==> config.mk <==
export PLATFORM = sky130hd
export DESIGN_NAME = seg_frame_reader
export DESIGN_NICKNAME = d
export VERILOG_FILES = /design/src/rtl/seg_frame_reader.sv
export SDC_FILE = /design/constraint.sdc
export NUM_CORES = 1
export LEC_CHECK = 0
export ABC_AREA = 1
export BUFFER_PORTS_ARGS = -buffer_cell sky130_fd_sc_hd__buf_2
export CORE_AREA = 2 2 66 92
export DETAILED_ROUTE_END_ITERATION = 10
export DIE_AREA = 0 0 68 94
export GPL_ROUTABILITY_DRIVEN = 0
export PLACE_DENSITY = 0.84
export REMOVE_ABC_BUFFERS = 1
export SLEW_MARGIN = 20
export SYNTH_ARGS = -nofsm -noshare
export SYNTH_HDL_FRONTEND = slang
export SYNTH_SLANG_ARGS = --single-unit
==> constraint.sdc <==
create_clock -name CLOCK_50 -period 3.2 [get_ports CLOCK_50]
set_clock_uncertainty 0.1 [all_clocks]
set_input_delay 0 -clock CLOCK_50 [delete_from_list [all_inputs] [get_ports CLOCK_50]]
set_output_delay 0 -clock CLOCK_50 [all_outputs]
set_load 0.01 [all_outputs]
==> src/rtl/seg_frame_reader.sv <==
// Rebuilds a 4-digit BCD value from a time-multiplexed active-low 7-segment bus.
// Define SEG_READER_HEX_EN to also accept the A..F hex glyphs.
module seg_frame_reader #(
    parameter int STABLE_FRAMES = 3,
    parameter int NDIG          = 4
) (
    input  logic        CLOCK_50,
    input  logic        reset,
    input  logic [0:6]  seg_in,
    input  logic [1:0]  seg_idx,
    input  logic        seg_valid,
    output logic [15:0] bcd_out,
    output logic [3:0]  blank_mask,
    output logic        out_valid,
    output logic        seq_err,
    output logic        pat_err
);

    localparam logic [1:0] LAST_IDX = 2'(NDIG - 1);
    localparam logic [3:0] SF_CNT   = 4'(STABLE_FRAMES);

    logic [3:0]  dec_nib;
    logic        dec_blank;
    logic        dec_bad;

    logic [1:0]  exp_idx;
    logic [11:0] cur_nib;
    logic [2:0]  cur_blank;
    logic        cur_bad;

    logic [15:0] prev_nib;
    logic [3:0]  prev_blank;
    logic        prev_valid;
    logic [3:0]  stable_cnt;
    logic        published;

    logic [15:0] frame_nib;
    logic [3:0]  frame_blank;
    logic        frame_bad;
    logic        frame_match;

    // A blank glyph decodes to nibble 0 but is tracked separately via dec_blank.
    always_comb begin
        dec_nib   = 4'h0;
        dec_blank = 1'b0;
        dec_bad   = 1'b0;
        case (seg_in)
            7'b0000001: dec_nib = 4'h0;
            7'b1001111: dec_nib = 4'h1;
            7'b0010010: dec_nib = 4'h2;
            7'b0000110: dec_nib = 4'h3;
            7'b1001100: dec_nib = 4'h4;
            7'b0100100: dec_nib = 4'h5;
            7'b0100000: dec_nib = 4'h6;
            7'b0001111: dec_nib = 4'h7;
            7'b0000000: dec_nib = 4'h8;
            7'b0000100: dec_nib = 4'h9;
`ifdef SEG_READER_HEX_EN
            7'b0001000: dec_nib = 4'hA;
            7'b1100000: dec_nib = 4'hB;
            7'b0110001: dec_nib = 4'hC;
            7'b1000010: dec_nib = 4'hD;
            7'b0110000: dec_nib = 4'hE;
            7'b0111000: dec_nib = 4'hF;
`endif
            7'b1111111: dec_blank = 1'b1;
            default:    dec_bad   = 1'b1;
        endcase
    end

    // The slot-3 sample is merged in combinationally so a frame is judged on the accepting edge.
    always_comb begin
        frame_nib   = {dec_nib, cur_nib};
        frame_blank = {dec_blank, cur_blank};
        frame_bad   = cur_bad | dec_bad;
        frame_match = prev_valid && (frame_nib == prev_nib) && (frame_blank == prev_blank);
    end

    always_ff @(posedge CLOCK_50) begin
        if (reset) begin
            bcd_out    <= 16'h0000;
            blank_mask <= 4'hF;
            out_valid  <= 1'b0;
            seq_err    <= 1'b0;
            pat_err    <= 1'b0;
            exp_idx    <= 2'd0;
            cur_nib    <= 12'h000;
            cur_blank  <= 3'b000;
            cur_bad    <= 1'b0;
            prev_nib   <= 16'h0000;
            prev_blank <= 4'h0;
            prev_valid <= 1'b0;
            stable_cnt <= 4'd0;
            published  <= 1'b0;
        end else begin
            out_valid <= 1'b0;
            seq_err   <= 1'b0;
            pat_err   <= 1'b0;
            if (seg_valid) begin
                if (seg_idx == exp_idx) begin
                    exp_idx <= exp_idx + 2'd1;
                    case (seg_idx)
                        2'd0: begin
                            cur_nib[3:0] <= dec_nib;
                            cur_blank[0] <= dec_blank;
                            cur_bad      <= dec_bad;
                        end
                        2'd1: begin
                            cur_nib[7:4] <= dec_nib;
                            cur_blank[1] <= dec_blank;
                            cur_bad      <= cur_bad | dec_bad;
                        end
                        2'd2: begin
                            cur_nib[11:8] <= dec_nib;
                            cur_blank[2]  <= dec_blank;
                            cur_bad       <= cur_bad | dec_bad;
                        end
                        default: ;
                    endcase
                    if (seg_idx == LAST_IDX) begin
                        if (frame_bad) begin
                            pat_err    <= 1'b1;
                            stable_cnt <= 4'd0;
                            prev_valid <= 1'b0;
                            prev_nib   <= 16'h0000;
                            prev_blank <= 4'h0;
                        end else if (frame_match) begin
                            if (stable_cnt < SF_CNT)
                                stable_cnt <= stable_cnt + 4'd1;
                            if ((stable_cnt >= SF_CNT - 4'd1) && !published) begin
                                bcd_out    <= frame_nib;
                                blank_mask <= frame_blank;
                                out_valid  <= 1'b1;
                                published  <= 1'b1;
                            end
                        end else begin
                            prev_nib   <= frame_nib;
                            prev_blank <= frame_blank;
                            prev_valid <= 1'b1;
                            stable_cnt <= 4'd1;
                            if (SF_CNT == 4'd1) begin
                                bcd_out    <= frame_nib;
                                blank_mask <= frame_blank;
                                out_valid  <= 1'b1;
                                published  <= 1'b1;
                            end else begin
                                published  <= 1'b0;
                            end
                        end
                    end
                end else if (seg_idx == 2'd0) begin
                    // Slot 0 out of turn is treated as the start of a fresh frame.
                    seq_err      <= 1'b1;
                    exp_idx      <= 2'd1;
                    cur_nib[3:0] <= dec_nib;
                    cur_blank[0] <= dec_blank;
                    cur_bad      <= dec_bad;
                end else begin
                    seq_err <= 1'b1;
                    exp_idx <= 2'd0;
                end
            end
        end
    end

endmodule

# After elaboration in Yosys (flattened, before gate mapping)
# Cells that the tools add are included.
[word_totals] reg_bits=67 in_bits=12 output_inout_bits=23 word_cells=90
[classes] n_addsub=2 magnitude_cmp=2 eq_ne=19 mux=22 n_bitwise=6 n_reduce_logical=21
[op_table] operator="$pmux 4 s9" count=1
[op_table] operator="$mux 16" count=2
[op_table] operator="$eq 7x7->1 const B" count=3
[op_table] operator="$mux 4" count=5
[op_table] operator="$eq 16x16->1" count=1
[op_table] operator="$eq 7x3->1 const B" count=2
[op_table] operator="$eq 7x6->1 const B" count=2
[op_table] operator="$mux 1" count=12
[op_table] operator="$reduce_or 11->1" count=1
[op_table] operator="$reduce_and 3->1" count=3
[op_table] operator="$reduce_and 4->1" count=2
[op_table] operator="$eq 7x1->1 const B" count=1
[op_table] operator="$eq 7x4->1 const B" count=1
[op_table] operator="$eq 7x5->1 const B" count=1
[op_table] operator="$logic_not 7->1" count=1
[op_table] operator="$reduce_and 6->1" count=1
[op_table] operator="$reduce_or 6->1" count=1
[op_table] operator="$not 1->1" count=5
[op_table] operator="$reduce_and 5->1" count=1
[op_table] operator="$add 4x1->4 const B" count=1
[op_table] operator="$eq 2x2->1 const B" count=2
[op_table] operator="$eq 4x4->1" count=1
[op_table] operator="$ge 4x2->1 const B" count=1
[op_table] operator="$lt 4x2->1 const B" count=1
[op_table] operator="other kinds (16)" count=20

# Longest topological paths before layout
[depth] depth_word=7 ltp_mapped=16 depth_no_buf=16

# Worst setup path after synthesis
# Ideal clock, no wire load.
[synth_timing] path_kind="reg-to-reg" from="register exp_idx[1]" to="register bcd_out[5]" arrival_time_ps=1621 required_ps=2984 slack_ps=1363 path_stages_with_launch=10 n_path_buf=1 path_cell_list="dfxtp_1 -> xnor2_1 -> nand2_1 -> nor2_1 -> nand2_1 -> nor3_2 -> nand3_2 -> buf_2 -> o21ai_0 -> nor2_1"
[synth_between] elab_chain_len=2
[synth_lines] item="start: declaration" line_no="26" text="logic [1:0] exp_idx;"
[synth_lines] item="start signal: assignment" line_no="101" text="exp_idx <= exp_idx + 2'd1;"
[synth_lines] item="$eq 2x2->1" line_no="100" text="if (seg_idx == exp_idx) begin"
[synth_lines] item="$reduce_and 6->1 (no line)"
[synth_lines] item="end signal: assignment" line_no="131" text="bcd_out <= frame_nib;"
[synth_lines] item="end signal: assignment" line_no="142" text="bcd_out <= frame_nib;"
[synth_lines] item="end: declaration" line_no="12" text="output logic [15:0] bcd_out,"
# Every way passes these cells.
# A chain may end at the register's enable or synchronous reset.

# Worst setup path in the final report
[layout_timing] from="register exp_idx[1]" to="register bcd_out[11]"
# The elaborated chain is that of the path after synthesis.

==> flow_summary.ini <==
[finish]
syn2layout_area_growth_pct = 11.6
post-route-util = 0.686
drive_above_1_share = 0.132
antenna_cells = 0
postLayoutCellArea_mm2 = 0.00379
nets = 568
fill_cells = 494

[worst_setup_path]
worst-setup-path-type = flop to flop
critPathSlowestCell = dfxtp_1
crit_arrival_ps = 2470
cp_data_required_time_ps = 3340
worstPathCellList = xnor2_1 > nand2_1 > nor2_1 > nand2_1 > nor3_2 > nand3_2 > buf_4 > o21ai_0 > nor2_1
path_max_fanout = 13
crit_path_end_kind = flop
worst_path_largest_cell_delay_ps = 340
startpoint_type = flop

[power]
ir_drop_mv = 0.232
powerDensity_mw_per_mm2 = 426
total_leakage_power_uw = 0.00172
power_uw = 1610

[floorplan]
core_area_mm2 = 0.00553
start_util = 0.615
io_pins = 35
die_w_um = 68
die_h_um = 94
dieArea_mm2 = 0.00639
core.rowCount = 32

[clock_tree]
worst_skew_pair.late_latency_ps = 350
cts_tree = built
cts.clk_slew.worst_paths_ps = 70
clockRootBuffer = clkbuf_8
hold_buffers = 2
cts_resized = 0
clk_path_buf_depth = 2
cts_made_buffers = 9
post_cts_buffers = 0
clock_sinks = 67
htreeDepth = 3

[status]
status = complete, no violations

[placed_design]
dp_hpwl_um = 5670
dp_slack_ps = 921
dpl_cell_area_mm2 = 0.00360
portBuffers = 34

[yosys]
yosysSeqAreaShare = 0.395
syn_inst = 513
yosys_warnings = 0
syn_area_per_cell_um2 = 6.62
synth_area_mm2 = 0.00340
ys_seq_elements = 67
synth_cell_types = 33

[sta]
hold_violations = 0
rsz0062_at_grt = false
slew_viol_final = 0
worst_pin_slew_ps = 975
post-route-min-period_ps = 2330
max_slew_margin = 0.349
min_period_over_period = 0.729
worst_slack_ps = 866
fin_setup_tns_ps = 0
finalSetupViolCount = 0
fmax_ghz = 0.428

[min_path]
hold_path.class = input pin to flop

[grt]
grt.overflow.total = 0
grt_max_degree = 37
grt_pass1_vias = 3233
grt_usage = 0.284
antenna_found_initial = 0
grt_pass1_wl_um = 13900

[job]
max_cap_viol_count = 0

[drt]
drc = 0
drtPass1Iterations = 6
wire_per_inst_um = 13.0
avgViaCountPerCell = 5.30
wl_um = 8070
final_antenna_net_count = 0
dr.first_iter.drc_count = 228
vias = 3297
worst max-delay path, delay by kind of cell (launching register included):
kind            cells  cell delay (ps)
compound gates      1              160
xor+xnor            1              220
buf+inv             1              280
flops               1              340
simple gates        6             1110
Yosys cell counts (all sizes together):
library cell  count  area, µm²
xor2              1       8.76
nand3b            2       15.0
ha                7       87.6
and3              1       6.26
o21ai            32        160
nand3            38        200
a211oi            1       7.51
nor4              1       6.26
a311oi            1       8.76
clkbuf            8       30.0
a21o              1       7.51
dfxtp            67       1340
inv              70        263
nor3              4       25.0
xnor2             2       17.5
and2              1       6.26
nor2             87        354
a21oi            42        210
buf               7       52.5
nand4             5       46.3
a31oi             2       12.5
nand2           131        504
o21bai            1       18.8
or2               1       6.26
per-layer routing:
metal,GRT usage,share of wire
met1,0.321,0.41
met2,0.488,0.52
met3,0.0647,0.050
met4,0.135,0.025
met5,0,0
stage by stage:
stage / hold WS (ps) / cells
after floorplan: -30.9 / 498
after global placement: 160 / 604
after detailed placement: 165 / 604
after CTS: 3.93 / 622
after global routing: 75.4 / 622
final: 37.4 / 622
state kept, by name, indices dropped and copies added, names as in the netlist, 2 cells and up:
| name | count |
|---|---|
| bcd_out | 16 |
| blank_mask | 4 |
| cur_blank | 3 |
| cur_nib | 12 |
| exp_idx | 2 |
| prev_blank | 4 |
| prev_nib | 16 |
| stable_cnt | 4 |
final timing paths:
kind                              startpoint                    endpoint  slack (ps)  depth (start not counted)
setup / recovery     exp_idx[1]$_SDFFE_PP0P_    bcd_out[11]$_SDFFE_PP0P_         870                          9
hold / removal                    seg_idx[1]     exp_idx[1]$_SDFFE_PP0P_          40                          4
setup reg to reg     exp_idx[1]$_SDFFE_PP0P_    bcd_out[11]$_SDFFE_PP0P_         870                          9
hold reg to reg   stable_cnt[3]$_SDFFE_PP0P_  stable_cnt[3]$_SDFFE_PP0P_         340                          2
cells by family after synthesis:
kind of cell,after synthesis,synth area share
simple gates,271,0.345
buf+inv,85,0.102
compound gates,80,0.125
flops,67,0.395
fa+ha+maj,7,0.0258
xor+xnor,3,0.00774
layout make-up:
cell class              count  area (µm²)  area share
clock inverters             2        10.0     0.00264
flip-flops and latches     67        1340       0.354
well taps                  68        85.1      0.0224
inverters                  70         263      0.0693
clock buffers              14         163      0.0429
multi-input cells         361        1710       0.451
repair buffers             40         220      0.0581
cells in the final DEF, fill, tap and decap left out, types with 7 or more instances in the layout:
cell type / count
inv_1: 65
clkbuf_8: 11
ha_1: 7
nor2_1: 80
a21oi_1: 42
buf_2: 34
o21ai_0: 32
nand3_1: 36
nand2_1: 126
dfxtp_1: 67
report_power, final:
group / leakage, µW / total, µW / switching [µW] / internal, µW
Clock: 0.0000905 / 633 / 311 / 322
Sequential: 0.000541 / 855 / 9.96 / 845
Combinational: 0.00109 / 125 / 83.9 / 41.6
Total: 0.00172 / 1610 / 405 / 1210
No activity file was read; power rests on OpenSTA's default activity.
